File: src/rtl/dec_rle_expand.sv
// Expands JPEG run/value tokens into BLOCK_LEN signed coefficients per block (EOB/ZRL aware).
// First coefficient 1 cycle after token accept; 1 coef/cycle; single output register, stalls on coef_b.
module dec_rle_expand #(
    parameter int COEF_W    = 16,
    parameter int BLOCK_LEN = 64
) (
    input  logic              clock,
    input  logic              reset,
    input  logic [15:0]       parsedToken_d,
    input  logic              parsedToken_e,
    input  logic              parsedToken_v,
    output logic              parsedToken_b,
    output logic [COEF_W-1:0] coef_d,
    output logic              coef_e,
    output logic              coef_v,
    input  logic              coef_b,
    output logic              err
);
    localparam int              IDX_W    = $clog2(BLOCK_LEN);
    localparam logic [IDX_W-1:0] IDX_LAST = IDX_W'(BLOCK_LEN - 1);

    typedef enum logic [2:0] {
        FETCH, ZEROS, VALUE, FILL, PADEOS, SENDEOS, DONE
    } state_t;

    state_t            state_q, state_n;
    logic [IDX_W-1:0]  idx_q;
    logic [3:0]        run_q, run_n;
    logic              zrl_q, zrl_n;
    logic [COEF_W-1:0] val_q, val_n;

    logic              can_load, tok_acc, last_slot;
    logic              load, load_e, err_set;
    logic [COEF_W-1:0] load_d;

    logic [3:0]        tok_r, run_init;
    logic [COEF_W-1:0] tok_v;
    logic              is_eob, is_zrl;

    assign can_load      = !coef_v || !coef_b;
    assign last_slot     = (idx_q == IDX_LAST);
    assign parsedToken_b = (state_q != FETCH) || !can_load;
    assign tok_acc       = parsedToken_v && !parsedToken_b;

    assign tok_r    = parsedToken_d[15:12];
    assign tok_v    = COEF_W'($signed(parsedToken_d[11:0]));
    assign is_eob   = (parsedToken_d == 16'h0000);
    assign is_zrl   = (parsedToken_d == 16'hF000);
    // The first zero of a run leaves in the accept cycle, so only the rest is counted.
    assign run_init = is_zrl ? 4'd15 : 4'(tok_r - 4'd1);

    always_comb begin
        state_n = state_q;
        run_n   = run_q;
        zrl_n   = zrl_q;
        val_n   = val_q;
        load    = 1'b0;
        load_d  = '0;
        load_e  = 1'b0;
        err_set = 1'b0;
        case (state_q)
            FETCH: begin
                if (tok_acc) begin
                    if (parsedToken_e) begin
                        state_n = (idx_q != '0) ? PADEOS : SENDEOS;
                    end else if (idx_q == '0 || (tok_r == 4'd0 && !is_eob)) begin
                        load   = 1'b1;
                        load_d = tok_v;
                    end else begin
                        load = 1'b1;
                        if (is_eob) begin
                            state_n = last_slot ? FETCH : FILL;
                        end else begin
                            run_n = run_init;
                            zrl_n = is_zrl;
                            val_n = tok_v;
                            if (last_slot)
                                err_set = 1'b1;
                            else if (run_init == 4'd0)
                                state_n = VALUE;
                            else
                                state_n = ZEROS;
                        end
                    end
                end
            end
            ZEROS: begin
                if (can_load) begin
                    load  = 1'b1;
                    run_n = run_q - 4'd1;
                    if (last_slot) begin
                        // Block closed with zeros or a value still owed.
                        err_set = (run_n != 4'd0) || !zrl_q;
                        state_n = FETCH;
                    end else if (run_n == 4'd0) begin
                        state_n = zrl_q ? FETCH : VALUE;
                    end
                end
            end
            VALUE: begin
                if (can_load) begin
                    load    = 1'b1;
                    load_d  = val_q;
                    state_n = FETCH;
                end
            end
            FILL: begin
                if (can_load) begin
                    load = 1'b1;
                    if (last_slot)
                        state_n = FETCH;
                end
            end
            PADEOS: begin
                if (can_load) begin
                    load = 1'b1;
                    if (last_slot)
                        state_n = SENDEOS;
                end
            end
            SENDEOS: begin
                if (can_load) begin
                    load    = 1'b1;
                    load_e  = 1'b1;
                    state_n = DONE;
                end
            end
            DONE: begin
                state_n = DONE;
            end
            default: begin
                state_n = FETCH;
            end
        endcase
    end

    always_ff @(posedge clock) begin
        if (!reset) begin
            state_q <= FETCH;
            idx_q   <= '0;
            run_q   <= '0;
            zrl_q   <= 1'b0;
            val_q   <= '0;
            coef_v  <= 1'b0;
            coef_e  <= 1'b0;
            coef_d  <= '0;
            err     <= 1'b0;
        end else begin
            state_q <= state_n;
            run_q   <= run_n;
            zrl_q   <= zrl_n;
            val_q   <= val_n;
            if (load && !load_e)
                idx_q <= last_slot ? '0 : idx_q + IDX_W'(1);
            if (err_set)
                err <= 1'b1;
            if (load) begin
                coef_v <= 1'b1;
                coef_d <= load_d;
                coef_e <= load_e;
            end else if (!coef_b) begin
                coef_v <= 1'b0;
                coef_e <= 1'b0;
            end
        end
    end
endmodule

File: config.mk
export PLATFORM = sky130hd
export DESIGN_NAME = dec_rle_expand
export DESIGN_NICKNAME = d
export VERILOG_FILES = /design/src/rtl/dec_rle_expand.sv
export SDC_FILE = /design/constraint.sdc
export NUM_CORES = 1
export LEC_CHECK = 0
export ABC_AREA = 0
export CORE_MARGIN = 8
export CORE_UTILIZATION = 45
export CTS_CLUSTER_DIAMETER = 40
export DETAILED_ROUTE_END_ITERATION = 8
export MAX_ROUTING_LAYER = met4
export PLACE_DENSITY = 0.73
export SLEW_MARGIN = 40
export SYNTH_ARGS = -nofsm -noshare
export SYNTH_HDL_FRONTEND = slang
export SYNTH_SLANG_ARGS = --single-unit
File: constraint.sdc
create_clock -name clock -period 1.7 [get_ports clock]
set_input_delay 0.255 -clock clock [delete_from_list [all_inputs] [get_ports clock]]
set_output_delay 0.255 -clock clock [all_outputs]
set_load 0.01 [all_outputs]
=== Word-level counts from Yosys, hierarchy flattened ===
Cells that the tools add are included.
W data, S select, Z words.

* Input port bits: 21
* Register bits after elaboration: 45
* Output and inout bits: 20
* Logic and storage cells: 114

* Equal/unequal tests: 23
* Reduce and logical (&&, ||, !) cells: 28
* $add $sub $neg: 3
* Bitwise gates (word level): 3
* Multiplexer cells: 48

{| class="wikitable"
|+ Operators by type and width
! operator !! count
|-
| $mux W16 || 4
|-
| $mux W3 || 14
|-
| $pmux W16 S2 || 1
|-
| $mux W4 || 6
|-
| $ne A2 B2 Y1 const B || 11
|-
| $pmux W3 S7 || 1
|-
| $eq A16 B16 Y1 const B || 1
|-
| $logic_not A16 Y1 || 1
|-
| $mux W1 || 15
|-
| $logic_not A4 Y1 || 3
|-
| $reduce_and A11 Y1 || 1
|-
| $eq A3 B3 Y1 const B || 3
|-
| $pmux W4 S2 || 1
|-
| $sub A4 B1 Y4 const B || 2
|-
| $logic_not A1 Y1 || 7
|-
| $add A6 B1 Y6 const B || 1
|-
| $eq A3 B2 Y1 const B || 2
|-
| $eq A6 B6 Y1 const B || 1
|-
| $logic_not A6 Y1 || 1
|-
| $mux W2 || 3
|-
| $mux W6 || 1
|-
| $ne A3 B3 Y1 const B || 2
|-
| $reduce_and A6 Y1 || 1
|-
| $reduce_bool A6 Y1 || 1
|-
| other kinds (13) || 21
|}

=== Logic depth before layout (Yosys ltp) ===
* Depth in word-level cells: 10
* Gate-level depth with buffers: 8
* Gate-level depth less buffers: 7

=== Least setup slack after synthesis ===
OpenSTA, ideal clock, no wires.

* Path kind: flip-flop to flip-flop
* From: register idx_q[0]
* To: register val_q[6]
* Arrival time: 1.679 ns
* Library setup time: 0.128 ns
* Required time: 1.572 ns
* Clock period less this slack: 1.807 ns
* Cell stages (with the launch flop): 8
* Path buffers: 1
* Setup slack: -0.107 ns
* Cells stage by stage: dfxtp_1 > inv_1 > ha_1 > or4b_4 > o211ai_4 > buf_12 > mux2i_1 > nor2_1

* Word-level cells in the longest chain between the ends: 4

{| class="wikitable"
|+ RTL lines
! element !! line !! RTL
|-
| start, declared || 27 || <nowiki>logic [IDX_W-1:0] idx_q;</nowiki>
|-
| start signal, assigned || 154 || <nowiki>idx_q <= last_slot ? '0 : idx_q + IDX_W'(1);</nowiki>
|-
| $logic_not A6 Y1 || 66 || <nowiki>end else if (idx_q == '0 || (tok_r == 4'd0 && !is_eob)) begin</nowiki>
|-
| $logic_or A1 B1 Y1 || 66 ||
|-
| $not A1 Y1 (no line) || -- ||
|-
| $reduce_and A5 Y1 (no line) || -- ||
|-
| end signal, assigned || 152 || <nowiki>val_q <= val_n;</nowiki>
|-
| end, declared || 30 || <nowiki>logic [COEF_W-1:0] val_q, val_n;</nowiki>
|}

Every way passes these cells.
A chain may end at the register's enable or synchronous reset.

=== Worst setup path in the final report ===
* From: register idx_q[1]
* To: register val_q[11]

Same word-level chain as after synthesis.

==> impl_metrics.tcl <==
set metrics [dict create \
    power.leakage_nw 1.44 \
    cp.arrival_ps 2140 \
    netlist_instances 252 \
    antenna_found_initial 0 \
    hold_depth 2 \
    stdcell_area_um2 3460 \
    final_nets 380 \
    synthDistinctLibCells 52 \
    path_max_fanout 6 \
    ios 41 \
    htree_levels 2 \
    end_kind "register" \
    ys.flop_type "dfxtp_1" \
    r2r_cells 7 \
    seq_area_frac_synth 0.372 \
    root_buffer "clkbuf_8" \
    cp.required_ps 1880 \
    synth_area_um2 2210 \
    reg2reg_slack_ps -260 \
    insertion_delay_ps 290 \
    synth_edf_count 0 \
    rsz0062_at_grt "yes" \
    path_cells "inv_2 > ha_4 > or4b_4 > o211ai_4 > clkbuf_16 > mux2i_1 > nor2_1" \
    final_common_cell "buf_4" \
    overflow 0 \
    place.gp.congestion 0.899 \
    n_antenna_cell 0 \
    fillers 322 \
    worst_slack_ps -259 \
    core_area_um2 4720 \
    p_per_area_nw_per_um2 1310 \
    tightest_slew_ps 715 \
    cpLargestDelayFamily "simple AND/OR/NAND/NOR gates" \
    status "finished with violations" \
    cts.sinks 41 \
    dieArea_um2 7410 \
    cpPeakStageDelay_ps 510 \
    finish.utilization 0.732 \
    drv_cap 0 \
    setup_tns_ps -4020 \
    fin_skew_ps 3.60 \
    hpwl_mm 4.73 \
    detail_route.wl_per_cell_um 16.1 \
    firstDrtPassIters 5 \
    max-vdd-ir-drop_mv 0.891 \
    ys_top_cells_by_area "dfxtp_1, nor2_1, a222oi_1" \
    cts_buffers 5 \
    fin_total_pwr_mw 4.53 \
    crit_path_start_kind "register" \
    synth_top_area_cell "dfxtp_1" \
    placed_area_um2 3160 \
    clockBufferDepth 2 \
    grt_max_degree 29 \
    syn2layout_area_growth_pct 56.5 \
    layout_min_cycle_time_ps 1960 \
    drt-total-wl_mm 6.75 \
    worst_path_max_delay_cell "or4b_4" \
    grt_pass1_vias 2271 \
    cts_tree "yes" \
    reg2reg_to "val_q[11]" \
    period_share 1.15 \
    async_flop_share 0 \
    reg2reg_from "idx_q[1]" \
    synth_warnings 0 \
    ys_ff_latch 41 \
    drive_gt1_frac 0.354 \
    initial_core_util 0.468 \
    violations "setup timing" \
    grt_pass1_wl_mm 10.3 \
    hold_viol_final 0 \
    mostFrequentLayoutCells "buf_4, nor2_1, dfxtp_1" \
    yosysTopAreaCellShare 0.372 \
    drt_iter0_drc 151 \
    port_buffers 40 \
    hold_start "coef_e" \
    ant_nets 0 \
    hold_path_class "reg -> reg" \
    slew_viol_final 0 \
    crit_type "reg -> reg" \
    grt_usage 0.178 \
    fmax_mhz 511 \
    syn_area_per_cell_um2 8.76 \
    setup-violations-final 33 \
    via_count 2323 \
    die-height_um 86.1 \
    drc 0 \
    fin_cells 420 \
    slew_headroom 0.522 \
    die_x_um 86.1 \
    rows 25 \
    syn-num-nets 280 \
    placed_cells 407 \
    hold_end "coef_e" \
    clk_pin_slew_ps 80 \
    vias_per_cell 5.53 \
    worst-path-buf-inv 2 \
]
## cell type report
class | instances | area, µm² | share of cell area
timing repair buffer | 111 | 1010 | 0.291
clock buffer | 6 | 82.6 | 0.0239
sequential | 41 | 828 | 0.240
multi-input combinational | 184 | 1410 | 0.407
tap | 67 | 83.8 | 0.0242
clock inverter | 2 | 13.8 | 0.00398
inverter | 9 | 33.8 | 0.00977
## timing repair
action                                  in CTS  in global routing
endpoints found under the setup margin      34                 40
gates cloned                                 1                  1
setup buffers                                2                  1
hold buffers                                 0                  0
resized for setup                           28                 24
pin swaps                                    8                 20
## metal layers
metal,track usage,share of wire
met5,-,0
met4,0.0446,0.0074
met3,0.0449,0.061
met2,0.299,0.51
met1,0.205,0.43
## cell usage after synthesis, types with 6 or more instances
master,number
dfxtp_1,41
inv_1,9
nand2_1,16
a21oi_1,14
ha_1,7
nor2_1,36
clkbuf_1,6
mux2i_1,12
nand3_1,9
buf_4,6
a222oi_1,12
## worst max-delay path by stage
stage | startpoint | to | slack, ps | depth (start not counted)
finish | idx_q[1] | val_q[11] | -260 | 7
global placement | parsedToken_d[0] | state_q[1] | -490 | 7
global route | idx_q[1] | val_q[11] | -340 | 7
CTS | idx_q[1] | run_q[0] | -170 | 7
detailed placement | parsedToken_d[13] | state_q[1] | -590 | 8
floorplan | idx_q[1] | val_q[6] | -100 | 7
## flip-flops by register name (all words and copies together) (netlist names)
register and cells:
zrl_q 1, coef_e 1, state_q 3, val_q 12
coef_v 1, coef_d 12, err 1, run_q 4
idx_q 6
## tightest hold or removal path, delay by kind of cell, from the launching register on
kind / cells / cell delay, ps
and+or+nand+nor: 1 / 50
AOI/OAI and AO/OA: 1 / 50
DFF: 1 / 320
## stage by stage
step	hold WS (ps)	worst slack, ps
global placement	457	-494
detailed placement	457	-592
CTS	418	-169
floorplan	373	-98.5
global route	493	-341
finish	464	-259
## logic make-up after synthesis
group                    after synthesis  synth area share
AO/OA/AOI/OAI                         59             0.209
XOR/XNOR                               4            0.0159
adder cells (fa/ha/maj)                7            0.0397
buffers and inverters                 27            0.0663
flip-flops                            41             0.372
multiplexers                          12            0.0544
AND/OR/NAND/NOR                      102             0.244
## power by group
part           internal (mW)  leakage, nW  switching (mW)
clock network          0.330       0.0512           0.355
logic                   1.34         1.05            1.22
registers               1.14        0.335           0.140
total                   2.81         1.44            1.72
(Power assumes the default switching activity.)
